### src/rtl/ddr_rd_splitter.sv
// Splits one user read request into column-safe bursts of at most RBURST_LEN beats.
// Latency: sum of bursts + 2 cycles per burst (CALC, TRIG) + 1 (DONE).
// Backpressure: one request in flight, no queueing; waits on rd_ready before each burst.
module ddr_rd_splitter #(
   parameter int         ADDR_WIDTH = 26,
   parameter int         COL_BITS   = 10,
   parameter logic [7:0] RBURST_LEN = 8'd8
) (
   input  logic                  i_clk,
   input  logic                  i_rst_n,
   input  logic                  i_init_end,
   input  logic                  i_req_valid,
   output logic                  o_req_ready,
   input  logic [ADDR_WIDTH-1:0] i_req_addr,
   input  logic [15:0]           i_req_len,
   output logic                  o_req_done,
   output logic                  o_beat_err,
   output logic                  o_rd_trig,
   output logic [ADDR_WIDTH-1:0] o_rd_addr,
   output logic [7:0]            o_rd_len,
   input  logic                  i_rd_ready,
   input  logic                  i_rd_done,
   input  logic                  i_rd_data_en
);

   localparam logic [2:0] S_IDLE = 3'd0;
   localparam logic [2:0] S_CALC = 3'd1;
   localparam logic [2:0] S_TRIG = 3'd2;
   localparam logic [2:0] S_WAIT = 3'd3;
   localparam logic [2:0] S_DONE = 3'd4;

   // burst length arithmetic is done wide enough for a full column span and
   // the full 16-bit remaining count
   localparam int            BW       = (COL_BITS + 1 > 17) ? COL_BITS + 1 : 17;
   localparam logic [BW-1:0] COL_SPAN = BW'(1) << COL_BITS;

   logic [2:0]            r_state;
   logic [ADDR_WIDTH-1:0] r_cur_addr;
   logic [15:0]           r_remain;
   logic [7:0]            r_cnt;
   logic [ADDR_WIDTH-1:0] r_rd_addr;
   logic [7:0]            r_rd_len;
   logic                  r_rd_trig;
   logic                  r_beat_err;

   logic                  w_req_ready;
   logic [BW-1:0]         w_room;
   logic [BW-1:0]         w_blen;
   logic [7:0]            w_cnt_nxt;
   logic [15:0]           w_remain_nxt;

   assign w_req_ready  = (r_state == S_IDLE) && i_init_end;
   assign w_cnt_nxt    = (i_rd_data_en && (r_cnt != 8'hFF)) ? r_cnt + 8'd1 : r_cnt;
   assign w_remain_nxt = r_remain - {8'h00, r_rd_len};

   assign o_req_ready = w_req_ready;
   assign o_req_done  = (r_state == S_DONE);
   assign o_beat_err  = r_beat_err;
   assign o_rd_trig   = r_rd_trig;
   assign o_rd_addr   = r_rd_addr;
   assign o_rd_len    = r_rd_len;

   // next burst length: smallest of max burst, remaining beats and room to column end
   always_comb begin
      w_room = COL_SPAN - BW'(r_cur_addr[COL_BITS-1:0]);
      w_blen = BW'(RBURST_LEN);
      if (BW'(r_remain) < w_blen) w_blen = BW'(r_remain);
      if (w_room < w_blen)        w_blen = w_room;
   end

   // request/burst sequencing, beat counting and sticky error
   always_ff @(posedge i_clk or negedge i_rst_n) begin
      if (!i_rst_n) begin
         r_state    <= S_IDLE;
         r_cur_addr <= '0;
         r_remain   <= '0;
         r_cnt      <= '0;
         r_rd_addr  <= '0;
         r_rd_len   <= '0;
         r_rd_trig  <= 1'b0;
         r_beat_err <= 1'b0;
      end else begin
         r_rd_trig <= 1'b0;
         case (r_state)
            S_IDLE: begin
               if (i_req_valid && w_req_ready) begin
                  r_cur_addr <= i_req_addr;
                  r_remain   <= i_req_len;
                  r_beat_err <= 1'b0;
                  r_state    <= (i_req_len == 16'd0) ? S_DONE : S_CALC;
               end
            end
            S_CALC: begin
               r_rd_addr <= r_cur_addr;
               r_rd_len  <= w_blen[7:0];
               r_cnt     <= '0;
               r_state   <= S_TRIG;
            end
            S_TRIG: begin
               if (i_rd_ready) begin
                  r_rd_trig <= 1'b1;
                  r_state   <= S_WAIT;
               end
            end
            S_WAIT: begin
               r_cnt <= w_cnt_nxt;
               if (i_rd_done) begin
                  if (w_cnt_nxt != r_rd_len) r_beat_err <= 1'b1;
                  r_cur_addr <= r_cur_addr + ADDR_WIDTH'(r_rd_len);
                  r_remain   <= w_remain_nxt;
                  r_state    <= (w_remain_nxt == 16'd0) ? S_DONE : S_CALC;
               end
            end
            S_DONE:  r_state <= S_IDLE;
            default: r_state <= S_IDLE;
         endcase
      end
   end

endmodule
### config.mk
export PLATFORM = sky130hd
export DESIGN_NAME = ddr_rd_splitter
export DESIGN_NICKNAME = d
export VERILOG_FILES = /design/src/rtl/ddr_rd_splitter.sv
export SDC_FILE = /design/constraint.sdc
export NUM_CORES = 1
export LEC_CHECK = 0
export CAP_MARGIN = 25
export CORE_UTILIZATION = 55
export DETAILED_ROUTE_END_ITERATION = 8
export PLACE_DENSITY = 0.86
export SYNTH_ARGS = -nofsm -noshare
export SYNTH_HDL_FRONTEND = slang
export SYNTH_SLANG_ARGS = --single-unit
### constraint.sdc
create_clock -name i_clk -period 6.3 [get_ports i_clk]
set_input_delay 1.26 -clock i_clk [delete_from_list [all_inputs] [get_ports i_clk]]
set_output_delay 1.26 -clock i_clk [all_outputs]
set_load 0.05 [all_outputs]
=== Yosys cells after proc, flatten, opt, wreduce, memory -nomap -nowiden ===
Cells that the tools add are included.
Widths: inputs -> output; s select.

* Bits in registers: 89
* Bits of input ports: 49
* Output and inout bits: 38

* Add/subtract/negate cells: 4
* $lt $le $gt $ge: 2
* Eq/ne operators: 10
* Muxes and demuxes: 22
* Reduce and logical (&&, ||, !) cells: 11

{| class="wikitable"
|+ Operator list
! cell !! count
|-
| $mux 26 || 2
|-
| $pmux 26 s2 || 1
|-
| $mux 16 || 3
|-
| $logic_not 16->1 || 2
|-
| $pmux 16 s2 || 1
|-
| $add 26x8->26 || 1
|-
| $lt 17x16->1 || 1
|-
| $lt 16x4->1 const B || 1
|-
| $mux 8 || 2
|-
| $pmux 8 s2 || 1
|-
| $sub 16x8->16 || 1
|-
| $mux 3 || 5
|-
| $pmux 3 s4 || 1
|-
| $sub 11x10->12 const A || 1
|-
| $add 8x1->8 const B || 1
|-
| $ne 8x8->1 || 1
|-
| $ne 8x8->1 const B || 1
|-
| $eq 3x2->1 const B || 2
|-
| $ne 2x2->1 const B || 3
|-
| $reduce_and 3->1 || 2
|-
| $mux 1 || 5
|-
| $reduce_and 4->1 || 1
|-
| $reduce_bool 2->1 || 2
|-
| $eq 3x1->1 const B || 1
|-
| 5 further kinds || 7
|}

=== Logic depth before layout (Yosys ltp) ===
Gate-level depths: netlist of the first run.

* Depth in word-level cells: 7
* Mapped depth: 13

=== Worst setup path before layout of the first run ===
OpenSTA, ideal clock, no wires.

* Path type: input to output
* Start point: input port i_init_end
* End point: output port o_req_ready
* Data arrival time: 2.965 ns
* Data required time: 5.040 ns
* Setup slack: 2.075 ns
* Stages on the path: 1
* Path buffers: 0
* Cells stage by stage: nor4b_1

* Cells in the longest elaborated chain, start to end: 1

{| class="wikitable"
|+ Ends and longest elaborated chain
! item !! line !! RTL
|-
| start, declared || 11 || <nowiki>input logic i_init_end,</nowiki>
|-
| $logic_and 1x1->1 || 52 || <nowiki>assign w_req_ready = (r_state == S_IDLE) && i_init_end;</nowiki>
|-
| end, declared || 13 || <nowiki>output logic o_req_ready,</nowiki>
|}

Every way passes these cells.

=== Final worst setup path of the first run ===
Same ends and word-level chain as after synthesis.

==> results.md, run 1 <==
- Largest family of logic cells by synthesized area: simple AND/OR/NAND/NOR gates
- Vias: 5915
- Synth cell types: 67
- Clock sinks: 89
- Total routed wirelength: 16600 µm
- Final nets: 876
- Sequential-to-total area share from yosys stat: 0.3766
- Mapped cell area: 5913 µm²
- GRT Total Usage: 0.3085
- Yosys warns: 0
- Power per cell area: 616.3 nW/µm²
- Routability cong.: 0.9892
- Critical path's most frequent cell: clkdlybuf4s50_1
- Post-synth EDFFs: 0
- Number of DRC markers in iteration 0: 569
- Reg2reg setup slack: 2.92 ns
- Startpoint Class: input port
- Final worst slack: 2.035 ns
- Die W: 105.7 µm
- Post-synth top area cell: dfrtp_1
- Main synth FF type: dfrtp_1
- Die area: 11170 µm²
- CP endpoint: o_req_ready
- Cell Chain, Critical Path: clkdlybuf4s50_1 > nor4b_1 > clkdlybuf4s50_1
- Core Util, Final: 0.6809
- CP peak stage delay: 0.91 ns
- Core Box Area: 10370 µm²
- Peak Freq: 234.4 MHz
- Synth Area in Adders: 0.06602
- Ports: 87
- Worst setup startpoint: i_init_end
- Commonest non-fill, non-tap cell in the layout: nand2_1
- Post-Syn Area per Cell: 8.056 µm²
- Sw frac: 0.5277
- Port bufs: 86
- Worst Tran Pin Value: 0.9426 ns
- Antenna Nets Post-Route: 0
- Critical Path Stages: 3
- Final period util: 0.6771
- Largest net degree at the start of global routing: 54
- Synth Area in XOR/XNOR: 0.03999
- Fin. Hold Viols: 0
- Largest fanout on the critical path: 3
- WP data arrival: 3.01 ns
- Complex-gate fraction of the synthesized area: 0.1968
- Final slew viol count: 0
- Vias in the first global route: 5599
- Ranking of synthesized cells by area: dfrtp_1 (38%), nand2_1 (9.0%), ha_1 (5.9%)
- Tot Pwr: 4.351 mW
- Area grow syn2layout: 19.40%
- Hold_ws: 0.4793 ns
- Postcts setup bufs: 0
- Clock Skew: 0.008140 ns
- MaxCap Viol Count: 0
- Total gr overflow: 0
- Post-Place Cells: 921
- Fillers: 846
- FF-to-FF path depth: 13
- Share of post-route cells with drive strength above 1: 0.03995
- Overall die height: 105.7 µm
- Detailed Routing Iterations Pass 1: 5
- Final Setup Violations: 0
- R2r startpoint: r_remain[10]$_DFFE_PN0P_
- Initial antenna violation count: 0
- H-tree depth: 3
- P_int: 2.055 mW
- Critical path's slowest cell: clkdlybuf4s50_1
- Critical Path End Type: primary output
- P_leak: 3.023 nW
- Fin cells: 937
- HP Class: reg2reg
- Finished layout cell area: 7061 µm²
- Area after DPL: 6860 µm²
- DRC violations left: 0
- Ant diodes: 0
- Max rail drop VDD: 0.2991 mV
- RSZ-0062 raised after global routing: false
- Capturing point of the worst reg2reg path: o_rd_len[1]$_DFFE_PN0P_
- Post-synth top area share: 0.3766
- CTS resizes: 0
- Min cycle time layout: 4.265 ns
- Clock root cell: clkbuf_8
- Net switching power: 2.296 mW
- Status: completed
- Pre-CTS WS: 2.063 ns
- Async set or reset register ratio after synthesis: 1.000
- Hold Buf Count CTS: 0
- CP Buf/Inv Count: 2
- FF+latch count, synth: 89
- Comb pwr share: 0.638
- Vias per Instance: 6.313
- Post-DP HPWL: 11810 µm
- Initial Util: 0.5702
- Global-route wire length before repair: 27210 µm
- Mux cell area share after synthesis: 0.01545
- Worst EP required: 5.04 ns
- Slew margin rel.: 0.3701
- Simple-gate area share of the yosys netlist: 0.2607
- Most frequent cells in the layout: nand2_1 (141), dfrtp_1 (89), clkdlybuf4s50_1 (85), nor2_1 (47), nand3_1 (44)
- Clk pwr share: 0.089
- Clock-pin slew on the worst setup and hold paths: 0.08 ns
- Crit path max-delay family: buffers and inverters
- Cells after Synth: 734
- Clock Latency Late Sink: 0.37 ns
- CTS tree: yes
- Sequential Power Share: 0.272
- Row cnt: 37
- WL/cell: 17.72 µm
- Crit path kind: in2out
- Clk buf depth: 2
- Final setup TNS: 0 ns
- Total CTS buffers: 9
-- power groups by stage --
stage,logic (mW),registers (mW),clock network [mW]
floorplan,1.72,1.42,0
finish,2.78,1.18,0.389
CTS,2.73,1.17,0.395
detailed placement,2.71,1.18,0
global route,3.03,1.22,0.418
global placement,2.61,1.17,0
-- cell families after synthesis --
logic type	after synthesis
multiplexers	9
other	1
AND/OR/NAND/NOR	333
buffers and inverters	67
XOR/XNOR	27
flip-flops	89
AO/OA/AOI/OAI	178
adder cells (fa/ha/maj)	30
-- flip-flops by register name, summed over array words and instances (netlist names) --
register and cells:
r_cur_addr 26, o_beat_err 1, o_rd_trig 1, r_state 3, o_rd_addr 26, o_rd_len 8
r_remain 16, r_cnt 8
-- final cells by class --
cell class                 count  area (µm²)  area share
clock buffer                  10       127.6     0.01808
clock inverter                 5       57.56    0.008152
inverter                      20       75.07     0.01063
sequential                    89        2227      0.3154
multi-input combinational    584        3467      0.4911
tap                          136       170.2     0.02410
timing repair buffer          93       935.9      0.1326
-- layer usage --
layer / track usage / routed length [µm] / up-vias
li1: - / - / 2761
met5: 0 / 0 / -
met2: 0.4813 / 7827 / 295
met3: 0.04082 / 1131 / 51
met1: 0.4223 / 7123 / 2808
met4: 0.1538 / 519 / 0
-- worst min-delay path, cell delays in order (launching register included) --
cell	delay (ns)
dfrtp_1	0.35
nand2_1	0.05
nand2_1	0.05
-- cell usage after synthesis (3+ instances only) --
cell	n
o31a_1	3
or4_1	3
nand3_1	44
a22o_1	6
and3_1	17
a2bb2oi_1	6
xnor2_1	17
a22oi_1	3
nand4_1	11
a21o_1	10
a21oi_1	43
nor3_1	26
buf_1	5
nand2_1	141
o22ai_1	9
nand2b_1	4
nor2b_1	5
a21boi_0	3
nor2_1	50
o21ai_0	42
a31oi_1	14
dfrtp_1	89
buf_2	6
inv_1	19
a211oi_1	4
nor4_1	16
clkbuf_1	36
ha_1	28
xor2_1	10
mux2i_1	8
o211ai_1	6
-- how the worst min path moves through the flow --
stage | from | endpoint | slack (ns) | cells past startpoint
2_1_floorplan | r_cur_addr[20]$_DFFE_PN0P_ | o_rd_addr[20]$_DFFE_PN0P_ | 0.45 | 2
3_3_place_gp | o_rd_addr[3]$_DFFE_PN0P_ | o_rd_addr[3]$_DFFE_PN0P_ | 0.46 | 2
3_5_place_dp | o_rd_addr[19]$_DFFE_PN0P_ | o_rd_addr[19]$_DFFE_PN0P_ | 0.46 | 2
4_1_cts | o_rd_addr[12]$_DFFE_PN0P_ | o_rd_addr[12]$_DFFE_PN0P_ | 0.48 | 2
5_1_grt | o_rd_addr[7]$_DFFE_PN0P_ | o_rd_addr[7]$_DFFE_PN0P_ | 0.50 | 2
6_report | o_rd_addr[6]$_DFFE_PN0P_ | o_rd_addr[6]$_DFFE_PN0P_ | 0.48 | 2
Note: power is estimated with default switching activity, not from simulation.
==> inputs of run 2 (changes only) <==
--- a/config.mk
+++ b/config.mk
@@ -6,9 +6,9 @@
 export NUM_CORES = 1
 export LEC_CHECK = 0
 export CAP_MARGIN = 25
-export CORE_UTILIZATION = 55
+export CORE_UTILIZATION = 50
 export DETAILED_ROUTE_END_ITERATION = 8
-export PLACE_DENSITY = 0.86
+export PLACE_DENSITY = 0.82
 export SYNTH_ARGS = -nofsm -noshare
 export SYNTH_HDL_FRONTEND = slang
 export SYNTH_SLANG_ARGS = --single-unit
==> constraint.sdc (replaced) <==
create_clock -name i_clk -period 3.6 [get_ports i_clk]
set_input_delay 0.72 -clock i_clk [delete_from_list [all_inputs] [get_ports i_clk]]
set_output_delay 0.72 -clock i_clk [all_outputs]
set_load 0.05 [all_outputs]
==> results.md, run 2 (synthesis results as in run 1) <==
- GRT Total Usage: 0.2897
- Final nets: 882
- DRC violations left: 0
- Final slew viol count: 0
- P_leak: 3.097 nW
- Ports: 87
- Worst EP required: 3.83 ns
- Critical path's most frequent cell: a21o_1
- Initial Util: 0.5157
- Final setup TNS: 0 ns
- Critical path's slowest cell: dfrtp_1
- Fillers: 1000
- Critical Path End Type: flip-flop
- Final Setup Violations: 0
- Most frequent cells in the layout: nand2_1 (141), dfrtp_1 (89), clkdlybuf4s50_1 (84), nor2_1 (47), nand3_1 (44)
- Startpoint Class: flip-flop
- Routability cong.: 0.9411
- Max rail drop VDD: 0.5578 mV
- Worst Tran Pin Value: 0.8876 ns
- Status: completed
- WL/cell: 18.39 µm
- Vias in the first global route: 5669
- Initial antenna violation count: 0
- Share of post-route cells with drive strength above 1: 0.05074
- Clk buf depth: 2
- CP peak stage delay: 0.44 ns
- Power per cell area: 1111 nW/µm²
- Cell Chain, Critical Path: nor3_1 > nand4_1 > inv_1 > nand2_1 > ha_1 > a21o_1 > a21o_1 > a21oi_1 > o21ai_0 > a211oi_1 > buf_4 > or3_1 > o211ai_1
- Slew margin rel.: 0.4068
- Fin. Hold Viols: 0
- Global-route wire length before repair: 28430 µm
- Detailed Routing Iterations Pass 1: 5
- Clock-pin slew on the worst setup and hold paths: 0.07 ns
- Clock root cell: clkbuf_16
- RSZ-0062 raised after global routing: false
- Pre-CTS WS: 0.5393 ns
- Largest fanout on the critical path: 12
- Vias per Instance: 6.224
- CP Buf/Inv Count: 2
- Clock Skew: 0.009017 ns
- Total gr overflow: 0
- Crit path max-delay family: compound AO/OA/AOI/OAI gates
- Crit path kind: reg2reg
- Die area: 12270 µm²
- WP data arrival: 3.30 ns
- Overall die height: 110.8 µm
- HP Class: in2async
- Area grow syn2layout: 22.01%
- Peak Freq: 325.4 MHz
- Vias: 5919
- Total routed wirelength: 17490 µm
- MaxCap Viol Count: 0
- Clock Latency Late Sink: 0.35 ns
- Final worst slack: 0.5272 ns
- Tot Pwr: 8.018 mW
- Total CTS buffers: 9
- Post-DP HPWL: 12650 µm
- Core Box Area: 11470 µm²
- Port bufs: 86
- Commonest non-fill, non-tap cell in the layout: nand2_1
- Final period util: 0.8536
- Antenna Nets Post-Route: 0
- Postcts setup bufs: 0
- Die W: 110.8 µm
- Ant diodes: 0
- Min cycle time layout: 3.073 ns
- Hold Buf Count CTS: 0
- Clock sinks: 89
- Number of DRC markers in iteration 0: 561
- Core Util, Final: 0.6291
- Largest net degree at the start of global routing: 55
- Row cnt: 39
- H-tree depth: 3
- CTS resizes: 0
- CTS tree: yes
## run 2: changes by cell type in the layout (fill, tap and decap cells not counted), sizes merged
cell / previous run / this run
clkinv: 5 / 4
buf: 8 / 15
clkinvlp: 0 / 2
clkdlybuf4s50: 85 / 84
## run 2: area by class of cell
type	instances	area, µm²	share of cell area
clock buffers	10	239.0	0.03313
clock inverters	6	78.83	0.01093
inverters	20	75.07	0.01041
multi-input cells	584	3462	0.4799
flip-flops and latches	89	2227	0.3087
well taps	143	178.9	0.02480
repair buffers	99	953.4	0.1322
## run 2: worst paths after layout
kind                            slack (ns)                      from                         to  cells after the start
worst max-delay path                  0.53  r_remain[11]$_DFFE_PN0P_    o_rd_len[1]$_DFFE_PN0P_                     13
worst min-delay path                  0.42                   i_rst_n  o_rd_addr[14]$_DFFE_PN0P_                      1
worst max register to register        0.53  r_remain[11]$_DFFE_PN0P_    o_rd_len[1]$_DFFE_PN0P_                     13
worst min register to register        0.47  o_rd_addr[7]$_DFFE_PN0P_   o_rd_addr[7]$_DFFE_PN0P_                      2
max in group asynchronous             2.37                   i_rst_n     o_beat_err$_DFFE_PN0P_                      2
min in group i_clk                    0.47  o_rd_addr[7]$_DFFE_PN0P_   o_rd_addr[7]$_DFFE_PN0P_                      2
## run 2: report_power, final
part / internal (mW) / switching (mW) / leakage (nW)
logic: 1.83 / 3.13 / 1.89
clock network: 0.566 / 0.435 / 0.148
registers: 1.47 / 0.592 / 1.06
## run 2: metal layers
| metal | global-route usage | wire, µm | vias to the layer above |
|---|---|---|---|
| met2 | 0.4758 | 8407 | 251 |
| li1 | - | - | 2768 |
| met1 | 0.3854 | 7537 | 2862 |
| met4 | 0.1280 | 469 | 0 |
| met3 | 0.03390 | 1077 | 38 |
| met5 | 0 | 0 | - |
## run 2: per-stage QoR
| step | instances | hold slack, ns | cell area, µm² |
|---|---|---|---|
| after floorplan | 740 | 0.4244 | 5936 |
| after global placement | 935 | 0.4575 | 6897 |
| after detailed placement | 935 | 0.4613 | 6897 |
| after CTS | 951 | 0.4468 | 7214 |
| after global routing | 951 | 0.4722 | 7214 |
| final | 951 | 0.4164 | 7214 |
==> inputs of run 3 (changes only) <==
--- a/config.mk
+++ b/config.mk
@@ -7,6 +7,7 @@
 export LEC_CHECK = 0
 export CAP_MARGIN = 25
 export CORE_UTILIZATION = 50
+export CTS_CLUSTER_SIZE = 14
 export DETAILED_ROUTE_END_ITERATION = 8
 export PLACE_DENSITY = 0.82
 export SYNTH_ARGS = -nofsm -noshare
==> results of run 3 <==
No change in the layout: final DEF, timing and power equal those of run 2.
